File: src/rtl/writeback_scheduler_pkg.sv
// rtl/writeback_scheduler_pkg.sv - shared encodings and wheel-entry type for the writeback scheduler
package writeback_scheduler_pkg;

  // Register-file write class, also used on rwout
  localparam logic [1:0] RW_NONE = 2'b00;
  localparam logic [1:0] RW_GPR  = 2'b01;
  localparam logic [1:0] RW_FPR  = 2'b10;
  localparam logic [1:0] RW_RSVD = 2'b11;

  // Result source selecting which unit's data bus is written back
  localparam logic [1:0] CLS_ALU = 2'b00;
  localparam logic [1:0] CLS_MEM = 2'b01;
  localparam logic [1:0] CLS_FPU = 2'b10;

  // One latency-wheel slot; an empty slot is kept all-zero so rwout/rdout read 0
  typedef struct packed {
    logic       valid;
    logic [1:0] rw;
    logic [4:0] rd;
    logic [1:0] cls;
  } wb_entry_t;

  // Scoreboard query key: bit5 selects the fpr file, bits4:0 the index
  function automatic logic [5:0] entry_key(input wb_entry_t e);
    return {e.rw == RW_FPR, e.rd};
  endfunction

endpackage

File: src/rtl/writeback_scheduler_scoreboard.sv
// rtl/writeback_scheduler_scoreboard.sv - pending-write lookup for one register query port
module wb_scoreboard
  import writeback_scheduler_pkg::*;
#(
  parameter int DEPTH = 16
) (
  input  wb_entry_t [DEPTH-1:0] slots,
  input  logic [5:0]            query,
  output logic                  busy
);

  // OR of key matches over slots 1..DEPTH-1; slot 0 is retiring and is forwarded by decode
  always_comb begin
    busy = 1'b0;
    for (int k = 1; k < DEPTH; k++) begin
      if (slots[k].valid && (entry_key(slots[k]) == query)) begin
        busy = 1'b1;
      end
    end
  end

endmodule

File: src/rtl/writeback_scheduler.sv
// rtl/writeback_scheduler.sv - latency-wheel writeback scheduler with register scoreboard
module writeback_scheduler
  import writeback_scheduler_pkg::*;
#(
  parameter int WHEEL_DEPTH = 16
) (
  input  logic        clk,
  input  logic        rstn,
  input  logic        issue_valid,
  input  logic [1:0]  issue_rw,
  input  logic [4:0]  issue_rd,
  input  logic [4:0]  issue_wait,
  input  logic [1:0]  issue_cls,
  output logic        issue_ready,
  input  logic [31:0] alu_data,
  input  logic [31:0] mem_data,
  input  logic [31:0] fpu_data,
  output logic [1:0]  rwout,
  output logic [4:0]  rdout,
  output logic [31:0] dtowrite,
  input  logic [5:0]  rs_q,
  input  logic [5:0]  rt_q,
  output logic        busy_s,
  output logic        busy_t
);

  wb_entry_t [WHEEL_DEPTH-1:0] wheel;
  wb_entry_t [WHEEL_DEPTH-1:0] wheel_nxt;
  wb_entry_t                   new_entry;

  logic [4:0] wait_eff;
  logic       wait_ok;
  logic       collide;
  logic       do_insert;

  // A zero latency still needs one cycle to reach the retire slot
  assign wait_eff = (issue_wait == 5'd0) ? 5'd1 : issue_wait;
  assign wait_ok  = (int'(wait_eff) <= WHEEL_DEPTH - 1);

  // Collision: the slot that will shift into position wait_eff-1 is already taken
  always_comb begin
    collide = 1'b0;
    for (int k = 1; k < WHEEL_DEPTH; k++) begin
      if ((int'(wait_eff) == k) && wheel[k].valid) begin
        collide = 1'b1;
      end
    end
  end

  // Acceptance decision; no-write issues never stall, reserved class and long latency always do
  always_comb begin
    issue_ready = 1'b1;
    if (!rstn) begin
      issue_ready = 1'b0;
    end else if (!issue_valid) begin
      issue_ready = 1'b1;
    end else if (issue_rw == RW_NONE) begin
      issue_ready = 1'b1;
    end else if ((issue_rw == RW_RSVD) || !wait_ok) begin
      issue_ready = 1'b0;
    end else begin
      issue_ready = !collide;
    end
  end

  // Only real register writes enter the wheel; gpr 0 is a sink and is dropped
  assign do_insert = issue_valid && issue_ready &&
                     ((issue_rw == RW_FPR) ||
                      ((issue_rw == RW_GPR) && (issue_rd != 5'd0)));

  assign new_entry = '{valid: 1'b1, rw: issue_rw, rd: issue_rd, cls: issue_cls};

  // Shift every slot down by one and drop the new entry into slot wait_eff-1
  always_comb begin
    wheel_nxt = '0;
    for (int k = 0; k < WHEEL_DEPTH - 1; k++) begin
      wheel_nxt[k] = wheel[k+1];
    end
    if (do_insert) begin
      for (int k = 0; k < WHEEL_DEPTH - 1; k++) begin
        if (int'(wait_eff) == k + 1) begin
          wheel_nxt[k] = new_entry;
        end
      end
    end
  end

  // Wheel register; reset discards every in-flight write
  always_ff @(posedge clk) begin
    if (!rstn) begin
      wheel <= '0;
    end else begin
      wheel <= wheel_nxt;
    end
  end

  assign rwout = wheel[0].rw;
  assign rdout = wheel[0].rd;

  // Retire data is taken from whichever unit produced the slot-0 result
  always_comb begin
    dtowrite = 32'd0;
    if (wheel[0].valid) begin
      case (wheel[0].cls)
        CLS_ALU: dtowrite = alu_data;
        CLS_MEM: dtowrite = mem_data;
        CLS_FPU: dtowrite = fpu_data;
        default: dtowrite = 32'd0;
      endcase
    end
  end

  wb_scoreboard #(.DEPTH(WHEEL_DEPTH)) u_sb_s (
    .slots (wheel),
    .query (rs_q),
    .busy  (busy_s)
  );

  wb_scoreboard #(.DEPTH(WHEEL_DEPTH)) u_sb_t (
    .slots (wheel),
    .query (rt_q),
    .busy  (busy_t)
  );

endmodule

File: config.mk
export PLATFORM = sky130hd
export DESIGN_NAME = writeback_scheduler
export DESIGN_NICKNAME = d
export VERILOG_FILES = /design/src/rtl/writeback_scheduler_pkg.sv /design/src/rtl/writeback_scheduler_scoreboard.sv /design/src/rtl/writeback_scheduler.sv
export SDC_FILE = /design/constraint.sdc
export NUM_CORES = 1
export LEC_CHECK = 0
export ABC_AREA = 1
export ABC_CLOCK_PERIOD_IN_PS = 2300
export CAP_MARGIN = 5
export CORE_MARGIN = 5
export CORE_UTILIZATION = 51
export CTS_CLUSTER_DIAMETER = 200
export DETAILED_ROUTE_END_ITERATION = 7
export PLACE_DENSITY = 0.76
export SYNTH_ARGS = -nofsm -noshare
export SYNTH_HDL_FRONTEND = slang
export SYNTH_HIERARCHICAL = 1
export SYNTH_SLANG_ARGS = --single-unit
File: constraint.sdc
create_clock -name clk -period 2.3 [get_ports clk]
set_input_delay 0.575 -clock clk [delete_from_list [all_inputs] [get_ports clk]]
set_output_delay 0.575 -clock clk [all_outputs]
set_load 0.005 [all_outputs]
After elaboration in Yosys (flattened, before gate mapping)
Cells that the tools add are included.
{"block": "word_totals", "reg_bits": 160, "out_inout_bits": 42, "elab_cells": 254}
{"block": "op_classes", "n_lt_le_gt_ge": 1, "n_eq_ne": 65, "muxes": 68, "n_reduce_logical": 56}
{"operator": "$eq A6 B6 Y1", "count": 30}
{"operator": "$mux W10", "count": 15}
{"operator": "$mux W150", "count": 1}
{"operator": "$pmux W32 S3", "count": 1}
{"operator": "$mux W1", "count": 49}
{"operator": "$logic_and A1 B1 Y1", "count": 48}
{"operator": "$eq A5 B5 Y1 const B", "count": 8}
{"operator": "$eq A2 B2 Y1 const B", "count": 18}
{"operator": "$mux W32", "count": 1}
{"operator": "$eq A5 B4 Y1 const B", "count": 4}
{"operator": "$eq A5 B3 Y1 const B", "count": 2}
{"operator": "$eq A5 B2 Y1 const B", "count": 1}
{"operator": "$le A5 B4 Y1 const B", "count": 1}
{"operator": "$logic_not A5 Y1", "count": 1}
{"operator": "$mux W5", "count": 1}
{"operator": "$reduce_bool A5 Y1", "count": 1}
{"operator": "$eq A2 B1 Y1 const B", "count": 2}
{"operator": "$logic_not A2 Y1", "count": 2}
{"operator": "$logic_not A1 Y1", "count": 2}
{"operator": "$logic_or A1 B1 Y1", "count": 2}

Depth between registers and ports, before layout
Gate-level depths: netlist of run 1.
{"block": "logic_depth", "ltp_word": 27, "depth_mapped": 16, "mapped_depth_nobuf": 13}

By module
Netlist of run 1, hierarchy kept.
{"module": "writeback_scheduler", "n_inst": 1, "cells_per_inst": 1467, "area_each_um2": 8381.8, "seq_area_each_um2": 3002.9}
{"module": "wb_scoreboard", "n_inst": 2, "cells_per_inst": 451, "area_each_um2": 1871.8, "seq_area_each_um2": 0.0}

Least setup slack after synthesis of run 1
No wires, ideal clock.
{"block": "synth_path", "kind": "in2reg", "from": "in issue_rd[4]", "to": "reg wheel (netlist bit rdout[4])", "arrival_ns": 2.031, "t_required_ns": 2.187, "setup_slack_ns": 0.156, "stages": 10, "n_path_buf": 3, "path_cell_list": "clkbuf_1 inv_1 nand4_1 nor3_1 nor3_2 nand3_4 buf_2 buf_2 nor2_1 nor2_1"}
{"block": "synth_via", "elab_chain_cells": 5, "elab_cells_between_ends": 6, "classes_between": "mux (2); reduce/logical (4)"}
{"item": "from (decl)", "line": "writeback_scheduler.sv:11", "rtl": "input logic [4:0] issue_rd,"}
{"item": "$reduce_bool A5 Y1", "line": "writeback_scheduler.sv:69", "rtl": "((issue_rw == RW_GPR) && (issue_rd != 5'd0)));"}
{"item": "$logic_and A1 B1 Y1", "line": "writeback_scheduler.sv:69"}
{"item": "$logic_or A1 B1 Y1", "line": "writeback_scheduler.sv:68", "rtl": "((issue_rw == RW_FPR) ||"}
{"item": "$logic_and A1 B1 Y1", "line": "writeback_scheduler.sv:67", "rtl": "assign do_insert = issue_valid && issue_ready &&"}
{"item": "$mux W150 (*)", "line": "writeback_scheduler.sv:79", "rtl": "if (do_insert) begin"}
{"item": "to (signal assigned)", "line": "writeback_scheduler.sv:93", "rtl": "wheel <= wheel_nxt;"}
{"item": "to (decl)", "line": "writeback_scheduler.sv:27", "rtl": "wb_entry_t [WHEEL_DEPTH-1:0] wheel;"}
Mark *: on every way between the ends. The rest lies on a longest branch, timed or not.
A chain may end at the register's enable or synchronous reset.

Worst setup path in the final report of run 1
{"block": "layout_path", "from": "reg wheel[0] (netlist bit)", "to": "out dtowrite[19]"}
{"block": "layout_via", "elab_chain_cells": 3, "elab_cells_between_ends": 5, "classes_between": "eq/ne (2); mux (2); reduce/logical (1)"}
{"item": "$eq A2 B2 Y1, or another cell as far along", "line": "writeback_scheduler.sv:104", "rtl": "case (wheel[0].cls)"}
{"item": "$pmux W32 S3 (*)", "line": "writeback_scheduler.sv:104"}
{"item": "$mux W32 (*)", "line": "writeback_scheduler.sv:103", "rtl": "if (wheel[0].valid) begin"}
{"item": "to (decl)", "line": "writeback_scheduler.sv:20", "rtl": "output logic [31:0] dtowrite,"}
Marks and branches as above.

==> results.cfg, run 1 <==
[die]
die_w_um = 164.2
row_count = 56
dieArea_um2 = 26960
io_pins = 167
core-area_um2 = 23470
die_h_um = 164.2
initial_utilization_pct = 51.66

[grt]
grtUsageMet2_pct = 63.04
use_met1_pct = 43.18
grt_start_max_net_pins = 142
grt_usage_pct = 38.27
use_met3_pct = 9.184
antenna_found_initial = 3
grt_pass1_wl_mm = 78.95
grt-ovfl-total = 0
top_usage_layer = met2
grt_pass1_vias = 14470

[timing]
max-slew-margin-rel_pct = 49.73
worst_slack_ns = -0.1894
min_period_ns = 2.489
tightest_slew_ns = 0.7540
hold_viol_final = 0
finalCritPeriodShare_pct = 108.2
setup_viol = 29
rsz0062_at_grt = yes
fmax_ghz = 0.4017
holdWs_ns = 0.5112
drv_slew = 0
fin_setup_tns_ns = -2.393
skew_ns = 0.01303

[setup_path]
crit_start = wheel[0]
cp.arrival_ns = 1.91
r2r_cells = 13
endpoint_kind = primary output
crit_path_start_kind = register
reg2reg_to = wheel[1]
r2r-start = wheel[69]
r2r_slack_ns = 0.09
crit_required_ns = 1.73
crit_fanout = 4
endpoint = dtowrite[19]
critPathKind = reg -> out

[logic_synthesis]
syn_area_um2 = 12130
synth_edf_count = 0
synth-main-ff-cell = dfxtp_1
ys_types = 32
synth_seq_cells = 150
ys_warn_count = 6
synth_area_per_cell_um2 = 5.118
async_flop_share_pct = 0
synthCells = 2369
ys_seq_area_share_pct = 24.77

[clocking]
path_clk_slew_ns = 0.08
root_buffer = clkbuf_16
htree_levels = 4
cts_hold_buf = 0
clk_latency_ns = 0.45
numClockSinks = 150
cts_buffer_depth = 2
cts_buffers = 17
tritoncts = done

[cells_and_area]
nFillCells = 1884
nNetsFinal = 2850
drive_gt1_share_pct = 22.13
final_area_um2 = 17820
final_cell_mix = 943 x nand2_1, 388 x nor2_1, 333 x inv_1, 178 x buf_4, 128 x o21ai_0
final_common_cell = nand2_1
finalNonFillerCells = 3058
seqCellArea_um2 = 3087
multi_input_area_um2 = 7741
area.growth.synth_to_final_pct = 47.00

[power]
p_leak_nw = 9.416
p_per_area_nw_per_um2 = 455.8
ir_worst_vdd_mv = 0.5220

[detailed_routing]
dr_total_vias = 16220
drt_iter0_drc = 1794
drtPass1Iterations = 8
wire_per_inst_um = 18.46
drc = 0
routed_wirelength_mm = 56.46
drtAntennaViolNets = 0
vias_per_cell = 5.303

[flow_run]
drv_cap = 0

[place]
place_hpwl_mm = 36.73
place_area_um2 = 15330
io_buffers = 166
place_ws_ns = -1.145
numPlacedInstances = 2946
routabilityCongestion = 1.041

[run_status]
violations = setup timing
status = complete, but fails checks

[hold_path]
min_path_cells = 4
min_path_type = reg -> reg
min_from = wheel[120]
==> stage by stage <==
stage               power (mW)  utilization (%)
global placement         4.651            65.33
global route             8.401            75.94
CTS                      7.874            72.66
detailed placement       4.691            65.33
floorplan                3.882                -
finish                   8.125            75.94
==> worst min path at each step <==
stage | slack (ns) | endpoint
floorplan | 0.45 | wheel[9]
global placement | 0.49 | wheel[10]
detailed placement | 0.50 | wheel[120]
CTS | 0.51 | wheel[49]
global route | 0.52 | wheel[49]
finish | 0.51 | wheel[110]
==> Yosys cell counts, types with 3 or more instances <==
cell,instances,share of area [%]
nor2_1,415,13
clkbuf_1,55,1.7
xor2_1,4,0.29
inv_2,12,0.37
buf_6,19,1.8
buf_2,25,1.0
o21ai_0,132,5.4
xnor2_1,10,0.72
o21ai_1,8,0.33
clkbuf_8,4,0.45
inv_1,350,11
dfxtp_1,150,25
nand2_1,1012,31
nand2_2,3,0.15
a21oi_1,20,0.83
buf_1,9,0.28
nand3_1,76,3.1
nand4_1,27,1.4
nor3_1,3,0.12
buf_4,15,0.93
==> power by group <==
part	switching (mW)	total, mW	internal, mW
clock network	1.42	2.98	1.57
logic	1.24	2.27	1.03
registers	0.147	2.87	2.72
total	2.81	8.12	5.32
==> cells by family after synthesis <==
group           count (synthesis)  synth area share (%)
simple gates                 1545                 49.64
flops                         150                 24.77
xor+xnor                       14                 1.011
compound gates                166                 6.996
other cells                     1               0.03093
buf+inv                       493                 17.55
==> final cells by class <==
| class | count | area share, % |
|---|---|---|
| Antenna cell | 1 | 0.01404 |
| Clock buffer | 17 | 2.387 |
| Clock inverter | 15 | 1.011 |
| Inverter | 364 | 8.164 |
| Multi-Input combinational cell | 1751 | 43.43 |
| Sequential cell | 150 | 17.32 |
| Tap cell | 319 | 2.239 |
| Timing Repair Buffer | 438 | 25.31 |
| Timing Repair inverter | 3 | 0.1264 |
==> layer usage <==
layer | share of wire, % | vias to the layer above
met5 | 0.078 | -
met4 | 8.2 | 4
met3 | 11 | 286
met2 | 45 | 984
met1 | 36 | 7277
li1 | - | 7666
==> repair_timing <==
item	CTS	global route
cloned	16	7
setup buffers	50	13
pin swaps	65	64
resized for setup	433	187
endpoints found under the hold margin	0	0
endpoints found under the setup margin	184	152
==> worst max-delay path, cell delays in order (launching register included) <==
cell	delay, ns
dfxtp_4	0.40
inv_4	0.05
nor2_4	0.15
buf_12	0.13
buf_12	0.10
buf_6	0.10
buf_6	0.11
buf_6	0.11
nand2_4	0.05
nand3_2	0.06
nand2_1	0.05
inv_1	0.06
buf_2	0.10
==> state kept, by name (all words and copies together) (netlist names) <==
name and flops:
rwout 2, rdout 5, wheel 143
(Power assumes the default switching activity.)
==> run 2, diff against run 1 <==
Settings changed: CORE_MARGIN 5 to 2.
==> run 2 against run 1 <==
The flow still finishes with violations (setup timing). Count of clock-buffer cells in the layout up 1. Non-clock buffer count down 53. Clock skew down 0.0016 ns. Worst hold slack better by 0.0020 ns. Maximum frequency up 1.7%. Register-to-register slack better by 0.25 ns. Largest cell class unchanged.
==> results.cfg, run 2 (same netlist as run 1, synthesis figures left out) <==
[cells_and_area]
final_common_cell = nand2_1
final_cell_mix = 940 x nand2_1, 396 x nor2_1, 339 x inv_1, 153 x buf_4, 128 x o21ai_0
drive_gt1_share_pct = 19.15
largest-register = wheel
nNetsFinal = 2796
area.growth.synth_to_final_pct = 41.96
largest_register_ffs = 143
finish.utilization_pct = 73.55

[timing]
finalCritPeriodShare_pct = 106.5
max-slew-margin-rel_pct = 62.97
fmax_ghz = 0.4083
worst_slack_ns = -0.1490
min_period_ns = 2.449
hold_viol_final = 0
drv_slew = 0
skew_ns = 0.01139
rsz0062_at_grt = yes
tightest_slew_ns = 0.5554
setup_viol = 3
holdWs_ns = 0.5133

[clocking]
cts_buffers = 17
cts_hold_buf = 0
cts_buffer_depth = 2
root_buffer = clkbuf_16
path_clk_slew_ns = 0.07
numClockSinks = 150
clk_latency_ns = 0.43
htree_levels = 4
tritoncts = done

[grt]
grt_pass1_vias = 14140
use_met1_pct = 47.52
grtUsageMet2_pct = 66.09
grt_pass1_wl_mm = 77.29
top_usage_layer = met2
grt_usage_pct = 41.34
grt_start_max_net_pins = 111
antenna_found_initial = 3
grt-ovfl-total = 0
use_met3_pct = 10.59

[die]
die_h_um = 158.2
die_w_um = 158.2
initial_utilization_pct = 51.81
core-area_um2 = 23400
dieArea_um2 = 25020
row_count = 56
io_pins = 167

[hold_path]
min_path_cells = 4
min_path_type = reg -> reg

[place]
place_hpwl_mm = 35.63
routabilityCongestion = 1.042
io_buffers = 166

[setup_path]
crit_required_ns = 1.73
crit_fanout = 5
endpoint_kind = primary output
crit_path_start_kind = register
r2r_cells = 12
critPathKind = reg -> out
cp.arrival_ns = 1.87

[power]
p_leak_nw = 9.110
total_power_mw = 7.844
ir_worst_vdd_mv = 0.4412
p_per_area_nw_per_um2 = 455.7

[flow_run]
drv_cap = 0

[detailed_routing]
vias_per_cell = 5.234
dr_total_vias = 15720
drtAntennaViolNets = 0
drtPass1Iterations = 7
routed_wirelength_mm = 53.56
drc = 0
drt_iter0_drc = 1632
wire_per_inst_um = 17.83

[run_status]
violations = setup timing
status = complete, but fails checks
[run 2: cell types whose count changed in the layout (fill, tap and decap cells not counted), moves of 7 or more]
cell	before	now
buf_6	48	22
nand3_2	34	17
buf_2	36	16
nand2_2	51	59
clkbuf_2	3	11
nand2_4	21	14
nor2_2	20	13
nor2_1	388	396
buf_8	4	14
nand3_1	40	55
dlymetal6s2s_1	0	9
buf_4	178	153
[run 2: layout make-up]
cell class / count / area [um^2]
Clock inverter: 14 / 136.4
Tap cell: 319 / 399.1
Sequential cell: 150 / 3107
Fill cell: 1968 / 6190
Antenna cell: 1 / 2.502
Timing Repair Buffer: 385 / 4039
Timing Repair inverter: 2 / 13.76
Inverter: 364 / 1466
Multi-Input combinational cell: 1751 / 7620
Clock buffer: 18 / 429.2
[run 2: report_power, final]
group          internal, mW  total [mW]  leakage, nW  switching, mW
registers              2.72        2.88         1.25          0.156
clock network          1.44        2.77        0.272           1.34
logic                 0.981        2.19         7.59           1.21
total                  5.14        7.84         9.11           2.71
[run 2: metrics by stage]
stage,setup slack (ns),instance area (um^2),cells,TNS (ns)
final,-0.1490,17210,3004,-0.2417
after global routing,-0.1472,17210,3004,-0.8747
after CTS,-0.2604,16700,2987,-2.658
after detailed placement,-0.9801,15130,2912,-95.18
after global placement,-0.9710,15130,2912,-88.75
after floorplan,0.1558,12220,2394,0
[run 2: worst paths after layout]
path                                 start         end  slack (ns)
worst max-delay path             wheel[28]      busy_s       -0.15
worst min-delay path            wheel[140]  wheel[130]        0.51
worst max register to register   wheel[69]    wheel[0]        0.34
worst min register to register  wheel[140]  wheel[130]        0.51
[run 2: per-layer routing]
metal  share of wire, %  vias to the layer above
li1                   -                     7551
met1                 36                     6930
met2                 43                      971
met3                 12                      266
met4                8.8                        4
met5              0.049                        -
[run 2: what timing repair did]
action | CTS | global route
cloned | 14 | 3
endpoints found under the setup margin | 161 | 125
buffers inserted | 29 | 20
gates resized for setup | 342 | 213
pin swaps | 39 | 74
[run 2: worst max-delay path: stages (launching register included)]
cell and delay, ns:
dfxtp_1 0.47, nand2_1 0.10, nand2_1 0.11, a21oi_1 0.08
nand2_1 0.18, nand3_2 0.13, nor2_4 0.15, nand2_2 0.10
buf_6 0.12
==> run 3, diff against run 2 <==
Settings changed: CTS_CLUSTER_DIAMETER 200 to 50, SKIP_LAST_GASP set to 1.
==> run 3 against run 2 <==
The flow still finishes with violations (setup timing). Clock power about the same. Utilization shrank 0.32 points. Cell count shrank 0.20%. Critical path type unchanged. Largest power group unchanged.
==> results.cfg, run 3 (same netlist as run 1, synthesis figures left out) <==
[hold_path]
min_path_type = reg -> reg

[grt]
grt_usage_pct = 41.31
grt_pass1_vias = 14050
antenna_found_initial = 2
grt-ovfl-total = 0
grt_start_max_net_pins = 111
grt_pass1_wl_mm = 77.25

[die]
core-area_um2 = 23400
row_count = 56
initial_utilization_pct = 51.81
dieArea_um2 = 25020
io_pins = 167
die_h_um = 158.2
die_w_um = 158.2

[cells_and_area]
largest_register_ffs = 143
final_common_cell = nand2_1
area.growth.synth_to_final_pct = 41.35
nNetsFinal = 2791
num_antenna_cells = 0
nFillCells = 1981
finalNonFillerCells = 2998
final_cell_mix = 952 x nand2_1, 396 x nor2_1, 341 x inv_1, 147 x buf_4, 128 x o21ai_0
final_area_um2 = 17140
drive_gt1_share_pct = 18.10
largest-register = wheel

[clocking]
numClockSinks = 150
path_clk_slew_ns = 0.08
cts_buffers = 17
cts_hold_buf = 0
tritoncts = done
root_buffer = clkbuf_16
htree_levels = 4
cts_buffer_depth = 2
clk_latency_ns = 0.43

[place]
numPlacedInstances = 2912
place_ws_ns = -0.9801
io_buffers = 166
place_hpwl_mm = 35.63
place_area_um2 = 15130
routabilityCongestion = 1.042

[detailed_routing]
dr_total_vias = 15640
dr_wl_met3_mm = 6.629
routed_wirelength_mm = 53.13
drtAntennaViolNets = 0
met2WireLength_mm = 22.96
maxUsedRoutingLayer = met5
drt_iter0_drc = 1712
wire_per_inst_um = 17.72
wl_met1_mm = 18.92
drc = 0
vias_per_cell = 5.216
drtPass1Iterations = 7

[setup_path]
cp.arrival_ns = 1.98
crit_fanout = 13
crit_required_ns = 1.73
endpoint_kind = primary output
crit_path_start_kind = register
critPathKind = reg -> out

[timing]
drv_slew = 0
min_period_ns = 2.560
fmax_ghz = 0.3906
max-slew-margin-rel_pct = 62.27
fin_setup_tns_ns = -1.602
hold_viol_final = 0
worst_slack_ns = -0.2600
setup_viol = 16
skew_ns = 0.01290
finalCritPeriodShare_pct = 111.3
tightest_slew_ns = 0.5659
holdWs_ns = 0.5134
rsz0062_at_grt = yes

[power]
ir_worst_vdd_mv = 0.4416
p_leak_nw = 9.128
p_per_area_nw_per_um2 = 455.2

[flow_run]
drv_cap = 0

[run_status]
status = complete, but fails checks
violations = setup timing
-- run 3: changes by cell type in the layout (fill, tap and decap cells not counted), sizes merged --
cell / previous run / this run
clkdlybuf4s50: 109 / 111
dlymetal6s2s: 9 / 13
clkbuf: 32 / 25
diode: 1 / 0
dlygate4sd2: 0 / 2
clkdlybuf4s15: 1 / 4
buf: 252 / 243
-- run 3: final timing paths --
check                   from      endpoint  slack (ns)  cells past startpoint
hold / removal    wheel[140]    wheel[130]        0.51                      4
setup / recovery    wheel[0]  dtowrite[24]       -0.26                      8
setup reg to reg   wheel[69]      wheel[0]        0.33                     12
hold reg to reg   wheel[140]    wheel[130]        0.51                      4
-- run 3: through the flow --
step | util [%] | total power [mW]
final | 73.24 | 7.802
after global routing | 73.24 | 8.098
after CTS | 71.18 | 7.638
after detailed placement | 64.65 | 4.688
after global placement | 64.65 | 4.661
after floorplan | - | 3.882
-- run 3: final cells by class --
| cell class | count | area [um^2] | area share [%] |
|---|---|---|---|
| Clock inverter | 14 | 136.4 | 0.7957 |
| Sequential cell | 150 | 3108 | 18.13 |
| Timing Repair inverter | 2 | 11.26 | 0.06570 |
| Timing Repair Buffer | 380 | 4051 | 23.64 |
| Clock buffer | 18 | 429.2 | 2.504 |
| Tap cell | 319 | 399.1 | 2.329 |
| Multi-Input combinational cell | 1751 | 7540 | 43.99 |
| Inverter | 364 | 1464 | 8.541 |
-- run 3: what timing repair did --
| item | 4_1_cts | 5_1_grt |
|---|---|---|
| cloned | 14 | 2 |
| endpoints found under the hold margin | 0 | 0 |
| endpoints found under the setup margin | 161 | 127 |
| setup buffers | 29 | 15 |
| resized for setup | 319 | 193 |
| pin swaps | 37 | 68 |
-- run 3: per-layer routing --
metal	track usage (%)	vias to the layer above
li1	-	7538
met1	47.64	6851
met2	66.15	980
met3	10.81	266
met4	30.07	4
met5	0	-
-- run 3: worst max-delay path, stage by stage, from the launching register on --
cell	delay, ns
dfxtp_4	0.37
nor2_4	0.13
buf_12	0.15
buf_6	0.15
nand2_1	0.07
nand3_1	0.08
nand2_1	0.06
inv_1	0.05
clkdlybuf4s50_1	0.49
-- run 3: report_power, final --
group,switching (mW),internal [mW]
Combinational,1.19,0.965
Sequential,0.157,2.72
Clock,1.33,1.44
Total,2.68,5.12
